**src/rtl/spi_memory_slave_burst.sv**
```systemverilog
// SPI mode-0 memory slave: opcode, multi-byte address, optional dummy cycles and
// auto-incrementing burst read/write, all sampled into the main_clock domain.
module spi_memory_slave_burst #(
    parameter int          ADDR_BYTES    = 2,
    parameter int          DUMMY_CYCLES  = 8,
    parameter logic [7:0]  CMD_WRITE     = 8'h02,
    parameter logic [7:0]  CMD_READ      = 8'h03,
    parameter logic [7:0]  CMD_FAST_READ = 8'h0B,
    localparam int         AW            = 8 * ADDR_BYTES
) (
    input  logic          main_clock,
    input  logic          rst_n,
    input  logic          sck,
    input  logic          cs,
    input  logic          si,
    output logic          so,
    output logic [AW-1:0] addr,
    output logic          addr_valid,
    output logic [7:0]    write_data,
    output logic          write_data_valid,
    input  logic [7:0]    read_data,
    output logic          read_data_request,
    output logic          read_data_captured,
    output logic          cmd_error
);
    localparam logic [2:0] ST_IDLE   = 3'd0;
    localparam logic [2:0] ST_CMD    = 3'd1;
    localparam logic [2:0] ST_ADDR   = 3'd2;
    localparam logic [2:0] ST_DUMMY  = 3'd3;
    localparam logic [2:0] ST_READ   = 3'd4;
    localparam logic [2:0] ST_WRITE  = 3'd5;
    localparam logic [2:0] ST_IGNORE = 3'd6;
    localparam int         CW        = 16;

    logic          sck_s1, sck_s2, sck_s3;
    logic          cs_s1, cs_s2, cs_s3;
    logic          si_s1, si_s2;
    logic [2:0]    state;
    logic [CW-1:0] cnt;
    logic [AW-2:0] in_sr;
    logic [7:0]    out_sr;
    logic [7:0]    cmd;
    logic          rd_inc, wr_inc;

    logic          sck_rise, sck_fall, cs_fall;
    logic [AW-1:0] shift_next;

    assign sck_rise   = sck_s2 & ~sck_s3;
    assign sck_fall   = ~sck_s2 & sck_s3;
    assign cs_fall    = cs_s3 & ~cs_s2;
    assign shift_next = {in_sr, si_s2};

    // NOTE: every register here is updated with <= so all branches see the pre-edge values.
    always_ff @(posedge main_clock) begin
        if (!rst_n) begin
            {sck_s1, sck_s2, sck_s3} <= '0;
            {cs_s1, cs_s2, cs_s3}    <= '0;
            {si_s1, si_s2}           <= '0;
            state              <= ST_IDLE;
            cnt                <= '0;
            in_sr              <= '0;
            out_sr             <= '0;
            cmd                <= '0;
            rd_inc             <= 1'b0;
            wr_inc             <= 1'b0;
            so                 <= 1'b0;
            addr               <= '0;
            addr_valid         <= 1'b0;
            write_data         <= '0;
            write_data_valid   <= 1'b0;
            read_data_request  <= 1'b0;
            read_data_captured <= 1'b0;
            cmd_error          <= 1'b0;
        end else begin
            {sck_s3, sck_s2, sck_s1} <= {sck_s2, sck_s1, sck};
            {cs_s3, cs_s2, cs_s1}    <= {cs_s2, cs_s1, cs};
            {si_s2, si_s1}           <= {si_s1, si};

            addr_valid         <= 1'b0;
            write_data_valid   <= 1'b0;
            read_data_request  <= 1'b0;
            read_data_captured <= 1'b0;
            cmd_error          <= 1'b0;

            // Deasserted chip select beats any sck edge seen in the same cycle.
            if (cs_s2) begin
                state  <= ST_IDLE;
                cnt    <= '0;
                so     <= 1'b0;
                rd_inc <= 1'b0;
                wr_inc <= 1'b0;
            end else begin
                if (rd_inc) begin
                    addr              <= addr + 1'b1;
                    addr_valid        <= 1'b1;
                    read_data_request <= 1'b1;
                    rd_inc            <= 1'b0;
                end
                if (wr_inc) begin
                    addr   <= addr + 1'b1;
                    wr_inc <= 1'b0;
                end

                case (state)
                    ST_IDLE: begin
                        cnt <= '0;
                        if (cs_fall) state <= ST_CMD;
                    end
                    ST_CMD: if (sck_rise) begin
                        in_sr <= shift_next[AW-2:0];
                        if (cnt == CW'(7)) begin
                            cnt <= '0;
                            cmd <= shift_next[7:0];
                            if (shift_next[7:0] == CMD_WRITE || shift_next[7:0] == CMD_READ ||
                                shift_next[7:0] == CMD_FAST_READ) begin
                                state <= ST_ADDR;
                            end else begin
                                state     <= ST_IGNORE;
                                cmd_error <= 1'b1;
                            end
                        end else begin
                            cnt <= cnt + 1'b1;
                        end
                    end
                    ST_ADDR: if (sck_rise) begin
                        in_sr <= shift_next[AW-2:0];
                        if (cnt == CW'(AW - 1)) begin
                            cnt        <= '0;
                            addr       <= shift_next;
                            addr_valid <= 1'b1;
                            if (cmd == CMD_WRITE) begin
                                state <= ST_WRITE;
                            end else begin
                                read_data_request <= 1'b1;
                                state <= (cmd == CMD_FAST_READ && DUMMY_CYCLES > 0) ? ST_DUMMY
                                                                                    : ST_READ;
                            end
                        end else begin
                            cnt <= cnt + 1'b1;
                        end
                    end
                    ST_DUMMY: if (sck_rise) begin
                        if (cnt == CW'(DUMMY_CYCLES - 1)) begin
                            cnt   <= '0;
                            state <= ST_READ;
                        end else begin
                            cnt <= cnt + 1'b1;
                        end
                    end
                    ST_READ: begin
                        // The fall that opens a byte loads the shifter; later falls shift it out.
                        if (sck_fall) begin
                            if (cnt == '0) begin
                                so                 <= read_data[7];
                                out_sr             <= {read_data[6:0], 1'b0};
                                read_data_captured <= 1'b1;
                                rd_inc             <= 1'b1;
                            end else begin
                                so     <= out_sr[7];
                                out_sr <= {out_sr[6:0], 1'b0};
                            end
                        end
                        if (sck_rise) cnt <= (cnt == CW'(7)) ? '0 : cnt + 1'b1;
                    end
                    ST_WRITE: if (sck_rise) begin
                        in_sr <= shift_next[AW-2:0];
                        if (cnt == CW'(7)) begin
                            cnt              <= '0;
                            write_data       <= shift_next[7:0];
                            write_data_valid <= 1'b1;
                            wr_inc           <= 1'b1;
                        end else begin
                            cnt <= cnt + 1'b1;
                        end
                    end
                    default: ;
                endcase
            end
        end
    end
endmodule

```
**config.mk**
```make
export PLATFORM = sky130hd
export DESIGN_NAME = spi_memory_slave_burst
export DESIGN_NICKNAME = d
export VERILOG_FILES = /design/src/rtl/spi_memory_slave_burst.sv
export SDC_FILE = /design/constraint.sdc
export NUM_CORES = 1
export LEC_CHECK = 0
export CORE_MARGIN = 2
export CORE_UTILIZATION = 30
export DETAILED_ROUTE_END_ITERATION = 8
export GPL_ROUTABILITY_DRIVEN = 0
export PLACE_DENSITY = 0.49
export REMOVE_ABC_BUFFERS = 1
export SYNTH_ARGS = -nofsm -noshare
export SYNTH_HDL_FRONTEND = slang
export SYNTH_SLANG_ARGS = --single-unit
```
**constraint.sdc**
```tcl
create_clock -name main_clock -period 7.4 [get_ports main_clock]
set_clock_uncertainty 0.1 [all_clocks]
set_input_delay 1.11 -clock main_clock [delete_from_list [all_inputs] [get_ports main_clock]]
set_output_delay 1.11 -clock main_clock [all_outputs]
set_load 0.02 [all_outputs]
```
Word-level counts from Yosys, hierarchy flattened
Cells that the tools add are included.
Word-level totals
  input port bits: 13
  bits in registers: 88
  output and inout port bits: 30
  word-level logic and storage cells: 109
Operators by class
  eq/ne operators: 20
  multiplexer cells: 34
  $add $sub $neg: 2
  reductions and logical operators: 19
  bitwise operators: 13
Operators with widths (number)
  $mux W16: 9
  $pmux W16 S3: 1
  $add A16 B1 Y16 const B: 2
  $mux W3: 10
  $eq A8 B2 Y1 const B: 3
  $eq A16 B3 Y1 const B: 1
  $eq A16 B4 Y1 const B: 1
  $eq A8 B4 Y1 const B: 2
  $logic_not A16 Y1: 1
  $ne A2 B2 Y1 const B: 7
  $mux W1: 12
  $pmux W3 S4: 1
  $reduce_or A4 Y1: 3
  $not A1 Y1: 10
  $reduce_and A3 Y1: 3
  $mux W8: 1
  $reduce_and A4 Y1: 2
  $reduce_and A8 Y1: 1
  $eq A3 B2 Y1 const B: 2
  $eq A3 B3 Y1 const B: 2
  $reduce_or A5 Y1: 1
  $reduce_bool A4 Y1: 1
  $and A1 B1 Y1: 3
  $eq A3 B1 Y1 const B: 1
  other kinds (7): 8

Depth between registers and ports, before layout
Gate-level depths: netlist (run 1).
  depth after elaboration: 7
  mapped depth: 7
  gate-level depth less buffers: 7

Worst setup path after synthesis (run 1)
OpenSTA, ideal clock, no wires.
  path type: input-to-reg
  start point: input port rst_n
  end point: register cnt[12]
  setup time: 0.075 ns
  cell stages on the path: 5
  data arrival time: 2.365 ns
  required time: 7.225 ns
  buffers on the path: 1
  setup slack: 4.860 ns
  cells stage by stage: nand2b_1 o32ai_1 clkbuf_1 nand3_1 a31oi_1
Between the ends
  word-level cells in the longest chain between the ends: 2
Ends and longest elaborated chain
  start, declared: line 12  | input logic rst_n,
  $not A1 Y1 (no line)
  $reduce_or A2 Y1 (no line)
  end signal, assigned: line 122  | cnt <= cnt + 1'b1;
  end signal, assigned: line 139  | cnt <= cnt + 1'b1;
  end signal, assigned: line 147  | cnt <= cnt + 1'b1;
  end, declared: line 39  | logic [CW-1:0] cnt;
No other way between the ends.
A chain may end at the register's enable or synchronous reset.

Worst setup path after layout (run 1)
  start point: input port rst_n
  end point: register cnt[11]
Same word-level chain as after synthesis.

==> results.md, run 1 <==
Critical path:
- The delay of the slowest critical-path stage is 0.64 ns.
- The data required time of the critical path is around 7.5 ns.
- The worst setup path is captured at a register.
- The critical path goes through buf_2 -> buf_4 -> nand2b_1 -> o32ai_1 -> buf_4 -> nand2_1 -> o21ai_0.
- Of all nets on the critical path, the largest fanout is 76.
- The slowest stage cell on the critical path is nand2b_1.
- The slack of the worst reg-to-reg path is 4.24 ns.
- The data arrival time of the critical path is 3.50 ns.
- Among the stages of the critical path, the cell type that occurs most often is buf_4.
- The startpoint type of the worst setup path is a primary input.
- The worst setup path is of the primary input to register kind.

Detailed routing:
- Dividing the detail-routed wire length by the instance count gives roughly 15 um.
- Dividing the detail-routed via count by the number of cells gives just over 5.
- Across all layers, the routed design uses ~3500 vias.
- The remaining antenna violation count after routing is 0.
- The iteration-0 DRC count of the detailed router is around 170.
- Before antenna repair, the detailed router went through 5 iterations.
- The overall routed net length is between 10000 and 15000 um.
- In the routed design, unresolved DRC markers number 0.

Clock network:
- The number of levels the H-tree was split into is 3.
- The setup fix buffers added after clock tree synthesis is 0.
- TritonCTS built the clock tree.
- After clock tree synthesis, the clock-pin slew on the worst setup and hold paths is approximately 0.06 ns.
- The total CTS buffers is 9.
- At the later pin of the worst-skew pair, clock insertion delay measures roughly 0.34 ns.
- The maximum buffer depth of the clock tree is 2.
- The clock tree root buffer cell is clkbuf_16.
- The number of gates resized after CTS was 0.
- CTS saw 87 sinks.
- The number of hold buffers added after cts is 0.

Die:
- 43 I/O pins were placed.
- The die width is 121.5 um.
- The die covers around 15000 um2.
- The vertical die dimension is around 120 um.
- In this run the core area contains between 40 and 50 standard-cell rows.
- The initial utilization of the core area, before any placement, comes to 31.03%.
- The core region is 13350 um2.

Synth:
- The Yosys step of the flow raised 0 warnings.
- The area share of fa/ha/maj cells after synthesis is less than 1%.
- The combinational family with the most area after synthesis is simple AND/OR/NAND/NOR gates.
- The number of flops mapped to enable cells by yosys is 0.
- After Yosys synthesis, XOR and XNOR cells account for around 1.5% of the synthesized area.
- A synthesized cell averages between 8 and 9 um2.
- In the synthesized netlist the dominant register cell turns out to be dfxtp_1.
- Counting flops and latches in the post-synthesis netlist gives a little under 90.
- The mapped netlist covers approximately 4100 um2.
- The multiplexer share of the synthesized area is between 10% and 20%.
- Sequential cells were found to cover about 42% of the synthesized design area.
- After synthesis, the share of flip-flops with an asynchronous set or reset is 0%.
- Of the total synthesized cell area, the portion taken by AND, OR, NAND and NOR gates is ~24%.
- The cell count after synthesis is approximately 460.
- The synthesized netlist devotes 16.56% of its cell area to compound gates.
- Yosys mapped the design onto 60 distinct sky130hd cell types.

GRT:
- Summed over all layers, the global routing overflow is 0.
- The number of global-route vias before repair came to 3255.
- Entering global routing, the biggest net connects 77 pins.
- The initial antenna violation count is 0.
- For this run, the total global-route usage over all layers was measured as between 10% and 20%.
- The first global-routing pass estimated about 17000 um of wire.

Finish:
- With fillers left out, the area of the finished cells amounts to 5065 um2.
- The share of final-layout standard cells stronger than drive strength 1 is about a tenth.
- The number of fillers in the final layout is between 1000 and 1500.
- Once layout is complete, the utilization of the core stands at between 30% and 40%.
- The most common library cell in the layout ignoring fill and taps is dfxtp_1.
- The antenna diode count is 0.
- Leaving out fill and tap cells, the most frequent cells in the layout are 87 x dfxtp_1, 57 x nand2_1, 44 x mux2i_1, 41 x clkdlybuf4s50_1, 27 x a21oi_1.
- The net total in the final layout is around 500.
- Relative to the synthesized area, the layout overhead comes to 22.30%.

STA:
- For the finished layout, the period the worst path requires is roughly 3.4 ns.
- Setup violations remaining at the end of the flow were counted as 0.
- The post-route clock period utilization is 45.37%.
- Adding up every negative setup slack in the final design gives 0 ns.
- The count of final hold-check violations is 0.
- The actual slew at the worst max-slew pin is 0.8925 ns.
- The tightest slew margin relative to the limit is around 40%.
- Setup repair after global routing left no endpoint under its margin.
- Derived from the worst setup path, the maximum achievable clock frequency is 297.8 MHz.
- The number of pins exceeding their max-slew limit in the final report is 0.
- The final worst-path setup slack is slightly above 4 ns.

Run status:
- The flow ran to the end, and the final reports show no timing, DRC or antenna violations.

Pwr:
- The worst-case IR drop observed on VDD is between 0.0001 and 0.00015 V.
- The leakage power figure is between 1.5 and 2 nW.
- Dividing total power by cell area gives a power density of roughly 200 nW/um2.

Min path:
- The path category of the worst min-delay check is register to register.

Placement:
- The number of buffer cells added on primary ports is 42.
- The worst slack at placement is approximately 3.7 ns.
- The HPWL after detailed placement is roughly 6700 um.
- The post-detailed-placement cell area is between 4000 and 5000 um2.

Run:
- The max capacitance violation total is 0.
[registers in the layout, summed over array words and instances, names as in the netlist, 3 cells and up]
name and flops:
state 3, addr 16, write_data 8, in_sr 15, cmd 8, cnt 16
out_sr 7
[report_power, final]
group	switching [W]	leakage, nW	internal [W]
combinational	0.0000176	1.02	0.0000125
clock	0.000184	0.168	0.000338
sequential	0.00000146	0.702	0.000470
[worst paths after layout]
path,start,end,depth (start not counted)
min reg2reg,sck_s1$_SDFF_PN0_,sck_s2$_SDFF_PN0_,1
max reg2reg,state[1]$_SDFFE_PP0P_,addr[8]$_SDFFE_PN0N_,5
max,rst_n,cnt[11]$_SDFFE_PP0P_,7
min,sck_s1$_SDFF_PN0_,sck_s2$_SDFF_PN0_,1
[cell type report]
| class | count | area, um2 | share of cell area [%] |
|---|---|---|---|
| Tap cell | 176 | 220.2 | 4.348 |
| Inverter | 7 | 26.28 | 0.5188 |
| Sequential cell | 87 | 1742 | 34.39 |
| Clock buffer | 10 | 239.0 | 4.718 |
| Timing Repair Buffer | 48 | 460.4 | 9.091 |
| Clock inverter | 6 | 107.6 | 2.125 |
| Multi-Input combinational cell | 342 | 2270 | 44.81 |
[logic make-up (layout without fill, tap and decap cells)]
family | count (synthesis) | after routing
compound gates | 105 | 105
xor+xnor | 7 | 7
fa+ha+maj | 3 | 3
buf+inv | 34 | 71
flops | 87 | 87
mux | 47 | 47
simple gates | 180 | 180
[worst max-delay path, delay by kind of cell]
kind                   cells  cell delay [ns]
AND/OR/NAND/NOR            2             0.80
AO/OA/AOI/OAI              2             0.69
buffers and inverters      3             0.87
[cell usage after synthesis, types with 5 or more instances]
cell type / number / area (um2)
nor4_1: 6 / 37.54
nand3_1: 17 / 85.08
nand3b_1: 5 / 37.54
xor2_1: 6 / 52.55
nor2_1: 19 / 71.32
o21ai_0: 20 / 100.1
nor2b_1: 17 / 106.4
clkbuf_1: 21 / 78.83
nand4_1: 9 / 56.30
dfxtp_1: 87 / 1742
nand2_1: 57 / 214.0
inv_1: 7 / 26.28
a211oi_1: 6 / 45.04
and2_1: 11 / 68.82
a21oi_1: 27 / 135.1
a31oi_1: 12 / 75.07
o22ai_1: 9 / 56.30
nor3_1: 6 / 30.03
mux2i_1: 44 / 440.4
[metal layers]
layer / wire length, um / GRT usage (%) / up-vias
li1: - / - / 1758
met1: 5108 / 19.52 / 1661
met2: 4534 / 21.17 / 65
met3: 379 / 3.195 / 7
met4: 107 / 5.172 / 0
met5: 0 / 0 / -
[stage by stage]
step	instances	total power [W]	hold slack, ns
global route	676	0.001063	0.3501
global placement	660	0.0005124	0.3173
CTS	676	0.001040	0.3404
floorplan	436	0.0004952	0.3118
finish	676	0.001024	0.3332
detailed placement	660	0.0005126	0.3250
Note: power is estimated with default switching activity, not from simulation.
==> inputs of run 2 (changes only) <==
clock period = 3.3 ns   (was 7.4 ns; I/O delays follow)
==> results.md, run 2 (synthesis results as in run 1) <==
Run status:
- The flow ran to the end, and the final reports show no timing, DRC or antenna violations.

Critical path:
- The path length in cells of the critical path is 5 (-2).
- The top cell family by delay on the critical path is simple AND/OR/NAND/NOR gates.
- The buffering stage count on the worst path with inverters included is 0 (-3).
- The kind of critical path is register to register.
- The delay of the slowest critical-path stage was 0.61 ns (-0.03 ns).
- The endpoint type of the worst setup path is a register.
- The slowest stage cell on the critical path is or4_4.
- The data arrival time of the critical path is 2.80 ns (-0.70 ns).
- The maximum fanout along the worst path is 8 (-89%).
- The cell count of the worst reg-to-reg path is 5 (unchanged).
- The worst setup path is launched from a register.
- The dominant cell type by count on the critical path is nor4_4.
- Walking the worst path, the cells encountered are or4_4 -> nor4_4 -> nand2_1 -> nor4_4 -> mux2i_1.
- The data required time of the critical path is 3.47 ns (-4.07 ns).

Min path:
- The number of cells traversed by the worst hold path was 1 (unchanged).
- The path class of the tightest hold or removal check is register to register.

Placement:
- The number of buffer cells added on primary ports came to 42 (unchanged).
- The HPWL after detailed placement is 6884 um (+2.0%).
- The worst slack at placement came to 0.6598 ns (-3.034 ns).
- The post-detailed-placement cell area is 4756 um2 (+0.80%).

Detailed routing:
- The iteration-0 DRC count of the detailed router is 178 (+4.1%).
- The length of the first detailed-routing pass in iterations is 5 (unchanged).
- The overall via count from detail_route came to 3486 (-0.14%).
- The overall routed net length is 10240 um (+1.1%).
- The number of vias per cell is 5.119 (-0.88%).
- The remaining antenna violation count after routing is 0 (unchanged).
- The per-cell routed wire length came to 15.04 um (+0.35%).
- The count of unresolved DRC violations after routing is 0 (unchanged).

Pwr:
- The ratio of total power to cell area is 413.3 nW/um2 (+100%).
- The final total power is 0.002080 W (+100%).
- The leakage power figure came to 1.890 nW (about the same).
- The worst ir drop on vdd is 0.0002831 V (+160%).

Die:
- The die width came to 121.5 um (unchanged).
- The number of placed I/O pins came to 43 (unchanged).
- The count of standard-cell rows was 42 (unchanged).
- The floorplan core area is 13350 um2 (unchanged).
- The initial cell density of the core is 31.03% (unchanged).
- The die footprint is 14760 um2 (unchanged).
- The vertical die dimension was 121.5 um (unchanged).

STA:
- Setup repair after global routing left no endpoint under its margin.
- The worst path in the final design needs a cycle of 2.636 ns, including I/O delays and setup.
- The actual slew at the worst max-slew pin was 0.8301 ns (-0.06235 ns).
- The number of pins exceeding their max-slew limit in the final report is 0 (unchanged).
- The post-route clock period utilization is between 70% and 80%.
- The tightest slew margin relative to the limit is 44.15% (+3.8 points).
- The setup-violating endpoint count in the final report is 0 (unchanged).
- The final worst-path setup slack was 0.6641 ns (-3.378 ns).
- The count of final hold-check violations is 0 (unchanged).
- Timing would allow up to 379.4 MHz.
- The worst hold margin is 0.3307 ns (-0.002550 ns).
- The final sum of negative setup slack is 0 ns (unchanged).

Clock network:
- The cell sitting at the root of the clock tree is a clkbuf_16.
- The number of clock sinks is 87 (unchanged).
- TritonCTS built the clock tree.
- The number of levels the H-tree was split into was 3 (unchanged).
- The clock latency on the worst-skew pair is 0.34 ns (about the same).
- The setup fix buffers added after clock tree synthesis is 0 (unchanged).
- The number of hold buffers added after cts was 0 (unchanged).
- The maximum buffer depth of the clock tree was 2 (unchanged).
- The total CTS buffers was 9 (unchanged).
- The number of gates resized after cts is 0 (unchanged).
- The clock input transition at the sequential cells of the worst setup and hold paths came to 0.06 ns (about the same).

Finish:
- In the layout the commonest cells are 87 x dfxtp_1, 57 x nand2_1, 44 x mux2i_1, 41 x clkdlybuf4s50_1, 27 x a21oi_1.
- The largest registers in the layout are addr: 16 flops, cnt: 16 flops, in_sr: 15 flops.
- The most common library cell in the layout ignoring fill and taps is dfxtp_1.
- The net total in the final layout is 516 (+0.98%).
- The antenna diode count is 0 (unchanged).
- The post-layout instance area is 5032 um2 (-0.64%).
- The share of final-layout standard cells stronger than drive strength 1 is 10.10% (+0.70 points).
- From synthesis to final layout, the design area changed by 21.51%.

GRT:
- The all-layer global routing usage is 14.53% (+0.49 points).
- The wire length of the first global-routing pass was 16820 um (+1.7%).
- The number of global-route vias before repair is 3270 (+0.46%).
- The remaining global-route overflow is 0 (unchanged).
- The initial antenna violation count is 0 (unchanged).
- The largest net degree at the start of global routing was 75 (-2.6%).

Run:
- The max capacitance violation total is 0 (unchanged).
## run 2: path summary, 6_finish.rpt
| kind | endpoint | slack [ns] | start |
|---|---|---|---|
| min | cs_s2$_SDFF_PN0_ | 0.33 | cs_s1$_SDFF_PN0_ |
| max reg2reg | cmd[4]$_SDFFE_PN0P_ | 0.66 | cnt[9]$_SDFFE_PP0P_ |
| min reg2reg | cs_s2$_SDFF_PN0_ | 0.33 | cs_s1$_SDFF_PN0_ |
| max | cmd[4]$_SDFFE_PN0P_ | 0.66 | cnt[9]$_SDFFE_PP0P_ |
## run 2: cell type report
type / instances / area [um2]
Multi-Input combinational cell: 342 / 2270
Inverter: 7 / 26.28
Clock buffer: 12 / 256.5
Tap cell: 176 / 220.2
Fill cell: 1379 / 8315
Timing Repair Buffer: 53 / 498.0
Clock inverter: 4 / 20.02
Sequential cell: 87 / 1742
## run 2: report_power, final
group	leakage (nW)	switching [W]	internal, W
Sequential	0.702	0.00000306	0.00105
Combinational	1.05	0.0000410	0.0000290
Clock	0.142	0.000406	0.000546
## run 2: per-stage QoR
stage                     utilization, %  cells
after CTS                          37.70    681
after global routing               37.70    681
after detailed placement           35.63    665
after global placement             35.63    665
after floorplan                        -    436
final                              37.70    681
## run 2: per-layer routing
layer  wire, um  share of wire (%)  global-route usage, %
met1       5103                 50                  20.30
met4        174                1.7                  6.034
met2       4530                 44                  22.05
met5          0                  0                      0
met3        431                4.2                  2.538
